## src/rtl/pipe_stall_ctrl_pkg.sv

```systemverilog
// Shared encodings for the pipeline stall sequencer: stall bus values, divider FSM states
// and the default divider timeout.
package pipe_stall_ctrl_pkg;

    typedef logic [5:0] stall_bus_t;

    // Stall bus bit order is {WB, MEM, EX, ID, IF, PC}
    localparam stall_bus_t STALL_NONE = 6'b000000;
    localparam stall_bus_t STALL_ID   = 6'b000111;
    localparam stall_bus_t STALL_EX   = 6'b001111;

    localparam int DIV_TIMEOUT_DEF = 64;
    localparam int WAIT_CNT_W      = 7;

    typedef enum logic [1:0] {
        DIVC_IDLE  = 2'd0,
        DIVC_START = 2'd1,
        DIVC_WAIT  = 2'd2,
        DIVC_DONE  = 2'd3
    } divc_state_e;

    // A legal stall bus is a run of ones starting at PC: bit k set implies bits 0..k-1 set
    function automatic logic stall_is_monotone(input stall_bus_t s);
        return (s & (s + 6'd1)) == 6'd0;
    endfunction

endpackage

```

## src/rtl/pipe_stall_ctrl_if.sv

```systemverilog
// Handshake and status bundle between the stall sequencer and the ID/EX stages.
// master = stall sequencer side, slave = pipeline/divider side.
interface pipe_stall_ctrl_if;
    import pipe_stall_ctrl_pkg::*;

    logic        id_stallreq;
    logic        ex_div_req;
    logic        div_ready;
    logic        div_start;
    logic        ex_div_done;
    logic        div_timeout;
    stall_bus_t  stall;
    logic [31:0] lu_stall_cnt;
    logic [31:0] div_stall_cnt;

    modport master (
        input  id_stallreq,
        input  ex_div_req,
        input  div_ready,
        output div_start,
        output ex_div_done,
        output div_timeout,
        output stall,
        output lu_stall_cnt,
        output div_stall_cnt
    );

    modport slave (
        output id_stallreq,
        output ex_div_req,
        output div_ready,
        input  div_start,
        input  ex_div_done,
        input  div_timeout,
        input  stall,
        input  lu_stall_cnt,
        input  div_stall_cnt
    );

endinterface

```

## src/rtl/pipe_stall_ctrl_stall_perf_cnt.sv

```systemverilog
// Load-use and divider stall-cycle performance counters, 32-bit wrapping.
// Only compiled when STALL_PERF_EN is defined.
`ifdef STALL_PERF_EN
module stall_perf_cnt (
    input  logic        clk,
    input  logic        rst,
    input  logic        lu_inc,
    input  logic        div_inc,
    output logic [31:0] lu_stall_cnt,
    output logic [31:0] div_stall_cnt
);

    logic [31:0] lu_cnt_q, lu_cnt_d;
    logic [31:0] div_cnt_q, div_cnt_d;

    always_comb begin
        lu_cnt_d  = lu_cnt_q;
        div_cnt_d = div_cnt_q;
        if (lu_inc) begin
            lu_cnt_d = lu_cnt_q + 32'd1;
        end
        if (div_inc) begin
            div_cnt_d = div_cnt_q + 32'd1;
        end
    end

    always_ff @(posedge clk) begin
        if (!rst) begin
            lu_cnt_q  <= 32'd0;
            div_cnt_q <= 32'd0;
        end else begin
            lu_cnt_q  <= lu_cnt_d;
            div_cnt_q <= div_cnt_d;
        end
    end

    assign lu_stall_cnt  = lu_cnt_q;
    assign div_stall_cnt = div_cnt_q;

endmodule
`endif

```

## src/rtl/pipe_stall_ctrl.sv

```systemverilog
// Central stall sequencer: merges ID load-use requests and sequences the multi-cycle divider.
// Optional perf counters are enabled with the STALL_PERF_EN macro.
module pipe_stall_ctrl
    import pipe_stall_ctrl_pkg::*;
#(
    parameter int DIV_TIMEOUT = DIV_TIMEOUT_DEF
) (
    input  logic               clk,
    input  logic               rst,
    pipe_stall_ctrl_if.master  bus
);

    localparam logic [WAIT_CNT_W-1:0] WAIT_LAST = WAIT_CNT_W'(DIV_TIMEOUT - 1);
    localparam logic [WAIT_CNT_W-1:0] WAIT_ONE  = WAIT_CNT_W'(1);

    divc_state_e            state_q, state_d;
    logic [WAIT_CNT_W-1:0]  wait_cnt_q, wait_cnt_d;
    logic                   div_timeout_q, div_timeout_d;
    logic                   div_start_q, div_start_d;
    logic                   ex_div_done_q, ex_div_done_d;
    logic                   stall_ex_q, stall_ex_d;
    stall_bus_t             stall_mux;

    // Outputs are decoded from the next state so they come straight out of flops
    always_comb begin
        state_d       = state_q;
        wait_cnt_d    = wait_cnt_q;
        div_timeout_d = div_timeout_q;
        case (state_q)
            DIVC_IDLE: begin
                if (bus.ex_div_req) begin
                    state_d = DIVC_START;
                end
            end
            DIVC_START: begin
                state_d    = DIVC_WAIT;
                wait_cnt_d = '0;
            end
            DIVC_WAIT: begin
                wait_cnt_d = wait_cnt_q + WAIT_ONE;
                if (bus.div_ready) begin
                    state_d = DIVC_DONE;
                end else if (wait_cnt_q == WAIT_LAST) begin
                    div_timeout_d = 1'b1;
                    state_d       = DIVC_DONE;
                end
            end
            DIVC_DONE: begin
                state_d = DIVC_IDLE;
            end
            default: begin
                state_d = DIVC_IDLE;
            end
        endcase
        div_start_d   = (state_d == DIVC_START);
        ex_div_done_d = (state_d == DIVC_DONE);
        stall_ex_d    = (state_d == DIVC_START) || (state_d == DIVC_WAIT);
    end

    always_ff @(posedge clk) begin
        if (!rst) begin
            state_q       <= DIVC_IDLE;
            wait_cnt_q    <= '0;
            div_timeout_q <= 1'b0;
            div_start_q   <= 1'b0;
            ex_div_done_q <= 1'b0;
            stall_ex_q    <= 1'b0;
        end else begin
            state_q       <= state_d;
            wait_cnt_q    <= wait_cnt_d;
            div_timeout_q <= div_timeout_d;
            div_start_q   <= div_start_d;
            ex_div_done_q <= ex_div_done_d;
            stall_ex_q    <= stall_ex_d;
        end
    end

    // Load-use stall is combinational from ID and honoured only while no divide is in flight
    always_comb begin
        stall_mux = STALL_NONE;
        if (stall_ex_q) begin
            stall_mux = STALL_EX;
        end else if ((state_q == DIVC_IDLE) && bus.id_stallreq) begin
            stall_mux = STALL_ID;
        end
    end

    assign bus.stall       = stall_mux;
    assign bus.div_start   = div_start_q;
    assign bus.ex_div_done = ex_div_done_q;
    assign bus.div_timeout = div_timeout_q;

`ifdef STALL_PERF_EN
    stall_perf_cnt u_perf (
        .clk           (clk),
        .rst           (rst),
        .lu_inc        (stall_mux == STALL_ID),
        .div_inc       (stall_mux == STALL_EX),
        .lu_stall_cnt  (bus.lu_stall_cnt),
        .div_stall_cnt (bus.div_stall_cnt)
    );
`else
    assign bus.lu_stall_cnt  = 32'd0;
    assign bus.div_stall_cnt = 32'd0;
`endif

    a_stall_monotone: assert property (@(posedge clk) disable iff (!rst)
        stall_is_monotone(bus.stall));

endmodule

```

## src/flat_wrapper.sv

```systemverilog
// flat-port wrapper written by rule: the top's interface ports become plain ports
module pipe_stall_ctrl_flat import pipe_stall_ctrl_pkg::*;
#(
    parameter int DIV_TIMEOUT = DIV_TIMEOUT_DEF
)
  (clk, rst, bus_id_stallreq, bus_ex_div_req, bus_div_ready, bus_div_start, bus_ex_div_done, bus_div_timeout, bus_stall, bus_lu_stall_cnt, bus_div_stall_cnt);
  pipe_stall_ctrl_if bus_i ();
  input  logic clk;
  input  logic rst;
  input wire logic [$bits(bus_i.id_stallreq)-1:0] bus_id_stallreq;
  input wire logic [$bits(bus_i.ex_div_req)-1:0] bus_ex_div_req;
  input wire logic [$bits(bus_i.div_ready)-1:0] bus_div_ready;
  output wire logic [$bits(bus_i.div_start)-1:0] bus_div_start;
  output wire logic [$bits(bus_i.ex_div_done)-1:0] bus_ex_div_done;
  output wire logic [$bits(bus_i.div_timeout)-1:0] bus_div_timeout;
  output wire logic [$bits(bus_i.stall)-1:0] bus_stall;
  output wire logic [$bits(bus_i.lu_stall_cnt)-1:0] bus_lu_stall_cnt;
  output wire logic [$bits(bus_i.div_stall_cnt)-1:0] bus_div_stall_cnt;
  assign bus_i.id_stallreq = bus_id_stallreq;
  assign bus_i.ex_div_req = bus_ex_div_req;
  assign bus_i.div_ready = bus_div_ready;
  assign bus_div_start = bus_i.div_start;
  assign bus_ex_div_done = bus_i.ex_div_done;
  assign bus_div_timeout = bus_i.div_timeout;
  assign bus_stall = bus_i.stall;
  assign bus_lu_stall_cnt = bus_i.lu_stall_cnt;
  assign bus_div_stall_cnt = bus_i.div_stall_cnt;
  pipe_stall_ctrl #(.DIV_TIMEOUT(DIV_TIMEOUT)) u_core (.clk(clk), .rst(rst), .bus(bus_i));
endmodule
```

## config.mk

```make
export PLATFORM = sky130hd
export DESIGN_NAME = pipe_stall_ctrl_flat
export DESIGN_NICKNAME = d
export VERILOG_FILES = /design/src/rtl/pipe_stall_ctrl_pkg.sv /design/src/rtl/pipe_stall_ctrl_if.sv /design/src/rtl/pipe_stall_ctrl_stall_perf_cnt.sv /design/src/rtl/pipe_stall_ctrl.sv /design/src/flat_wrapper.sv
export SDC_FILE = /design/constraint.sdc
export NUM_CORES = 1
export LEC_CHECK = 0
export BUFFER_PORTS_ARGS = -buffer_cell sky130_fd_sc_hd__clkbuf_2
export CAP_MARGIN = 20
export CORE_MARGIN = 5
export CORE_UTILIZATION = 41
export DETAILED_ROUTE_END_ITERATION = 10
export PLACE_DENSITY = 0.8
export RECOVER_POWER = 50
export SYNTH_ARGS = -nofsm -noshare
export SYNTH_HDL_FRONTEND = slang
export SYNTH_SLANG_ARGS = --single-unit
```

## constraint.sdc

```tcl
create_clock -name clk -period 2.2 [get_ports clk]
set_clock_uncertainty 0.1 [all_clocks]
set_input_delay 0.11 -clock clk [delete_from_list [all_inputs] [get_ports clk]]
set_output_delay 0.11 -clock clk [all_outputs]
set_load 0.1 [all_outputs]
```

==> results.py <==
metrics = {
    "outcome": {
        "status": "finished, final reports clean",
    },
    "floorplan": {
        "start_util_pct": 43.8,
        "die_h_microns": 61.9,
        "die_x_microns": 61.9,
        "die-area_sq_um": 3840,
        "rows": 18,
        "core_area_sq_um": 2520,
        "top_level_ports": 78,
    },
    "critical_path": {
        "worstPathArrival_ns": 2.02,
        "r2r_setup_slack_ns": 0.25,
        "slowest_stage": "a211oi_1",
        "cpPeakStageDelay_ns": 0.36,
        "cp_cell_sequence": "inv_1, ha_1, nor2b_1, a211oi_1, o22ai_1, ha_1, and2_1",
        "cp_common_cell": "ha_1",
        "critical_path.max_fanout": 6,
        "crit_buf_inv": 1,
        "critPathTopFamily": "adder cells",
        "required_ns": 2.27,
        "end_kind": "flop",
        "crit_path_start_kind": "flop",
        "worstSetupPathType": "flop to flop",
    },
    "power": {
        "power_density_nw_per_um2": 1760,
        "leakagePower_uw": 0.000488,
        "vdd_ir_drop_max_mv": 1.01,
    },
    "synthesis": {
        "ys_types": 24,
        "synth.cell_area_sq_um": 1110,
        "yosys-top-cells-area": "buf_4 47%, dfxtp_1 24%, ha_1 6.8%",
        "ys_seq_elements": 13,
        "synthTopCellsByCount": "69 x buf_4, 13 x dfxtp_1, 6 x ha_1, 6 x nor2_1, 5 x nand2_1",
        "yosysMostFrequentCell": "buf_4",
        "synth_cells": 131,
        "synth.top_cell.area_share_pct": 46.8,
        "async_reset_ff_share_pct": 0,
        "synthFlopType": "dfxtp_1",
        "synth-edff-count": 0,
        "synth_warnings": 0,
        "yosysTopAreaCell": "buf_4",
        "yosysSeqAreaShare_pct": 23.5,
        "syn-mean-instance-area_sq_um": 8.44,
    },
    "routing": {
        "drt-initial-drc-count": 9,
        "vias_per_cell": 3.66,
        "detail_route.wl_per_cell_microns": 9.20,
        "vias": 634,
        "firstDrtPassIters": 4,
        "ant_nets": 0,
        "drt-total-wl_mm": 1.59,
        "drcViolationCount": 0,
    },
    "final_layout": {
        "n_antenna_cell": 0,
        "drive_above_1_share_pct": 8.39,
        "areaGrowthSynthToFinish_pct": -14.5,
        "nNetsFinal": 155,
        "postLayoutCellArea_sq_um": 946,
        "finalNonFillerCells": 173,
    },
    "global_routing": {
        "grt_pass1_vias": 470,
        "grt_pass1_wl_mm": 1.97,
        "grt-ovfl-total": 0,
        "grt_use_total_pct": 7.35,
        "grt_max_degree": 8,
        "antenna_found_initial": 0,
    },
    "sta": {
        "finalMaxSlewViolations": 0,
        "hold_viol": 0,
        "fmax_ghz": 0.513,
        "period_share_pct": 88.6,
        "fin_ws_ns": 0.252,
        "tns_ns": 0,
        "setup_viol": 0,
        "fin_crit_ns": 1.95,
        "maxSlewHeadroom_pct": 22.5,
        "tightest_slew_ns": 1.17,
        "rsz0062_at_grt": "no",
    },
    "placed_design": {
        "gp_congestion": 0.773,
        "dp_cells": 168,
        "port_buffers": 11,
        "place_area_sq_um": 925,
        "dpl.hpwl_mm": 1.35,
        "pre_cts_ws_ns": 0.277,
    },
    "clock_tree": {
        "ctsLongestPathBuffers": 2,
        "cts.sinks": 13,
        "cts_buffers": 3,
        "path_clk_slew_ns": 0.08,
        "insertion_delay_ns": 0.27,
        "cts_setup_buffers": 0,
        "htreeDepth": 1,
        "cts_tree": "yes",
        "cts-root-buf": "clkbuf_4",
    },
    "flow_run": {
        "max_cap_viol_count": 0,
    },
    "min_path": {
        "hold_class": "input port to flop",
    },
}
through the flow:
| step | util, % | hold WS, ns | total power (uW) |
|---|---|---|---|
| final | 37.5 | 0.0296 | 1670 |
| after global routing | 37.5 | 0.0276 | 1760 |
| after CTS | 38.1 | 0.0296 | 1690 |
| after detailed placement | 36.7 | 0.223 | 1540 |
| after global placement | 36.7 | 0.227 | 1530 |
| after floorplan | - | 0.106 | 1560 |
logic make-up after synthesis:
group                    count (synthesis)  share of synthesized area (%)
buffers and inverters                   73                           48.2
AND/OR/NAND/NOR                         22                           10.3
flip-flops                              13                           23.5
AO/OA/AOI/OAI                           12                           7.69
adder cells (fa/ha/maj)                  6                           6.79
XOR/XNOR                                 4                           3.17
other                                    1                          0.339
area by class of cell:
type                            instances  area (sq um)
Tap cell                               30          37.5
Fill cell                             297          1580
Multi-Input combinational cell        110           547
Timing Repair Buffer                   12          60.1
Sequential cell                        13           260
Inverter                                4          15.0
Clock buffer                            4          26.3
report_power, final:
group          switching, uW  internal [uW]  total [uW]
clock network           77.4           70.3         148
registers               19.1            281         300
logic                   1070            151        1220
tightest hold or removal path: stages:
cell	delay, ns
clkbuf_2	0.14
nand2_1	0.07
o31ai_1	0.06
per-layer routing:
metal / vias up / track usage, % / routed length (microns)
li1: 310 / - / -
met1: 278 / 7.56 / 513
met2: 44 / 11.7 / 776
met3: 2 / 3.93 / 287
met4: 0 / 4.55 / 14
met5: - / 0 / 0
registers in the layout (all words and copies together), names as in the netlist:
name	flops
u_core.wait_cnt_q	7
u_core.state_q	2
u_core.bus.div_start	1
u_core.bus.div_timeout	1
u_core.bus.ex_div_done	1
u_core.stall_ex_q	1
what timing repair did:
item                      CTS  global route
resized for setup           0             0
hold endpoints to repair    1             0
hold buffers                1             0
final timing paths:
path | from | end | cells past startpoint
min | rst | u_core.bus.div_timeout | 3
max reg2reg | u_core.state_q[0] | u_core.stall_ex_q | 7
max | u_core.state_q[0] | u_core.stall_ex_q | 7
min reg2reg | u_core.bus.div_timeout | u_core.bus.div_timeout | 2
cell usage in the layout, fill, tap and decap left out, types with 3 or more instances in the layout:
cell type   n
a21oi_1     3
and2_1      3
clkbuf_1    5
clkbuf_2    7
clkbuf_4    3
conb_1     66
dfxtp_1    13
ha_1        6
inv_1       3
nand2_1     5
nand4_1     3
nor2_1      6
o21ai_0     4
or3_1       3
xor2_1      3
No activity file was read; power rests on OpenSTA's default activity.
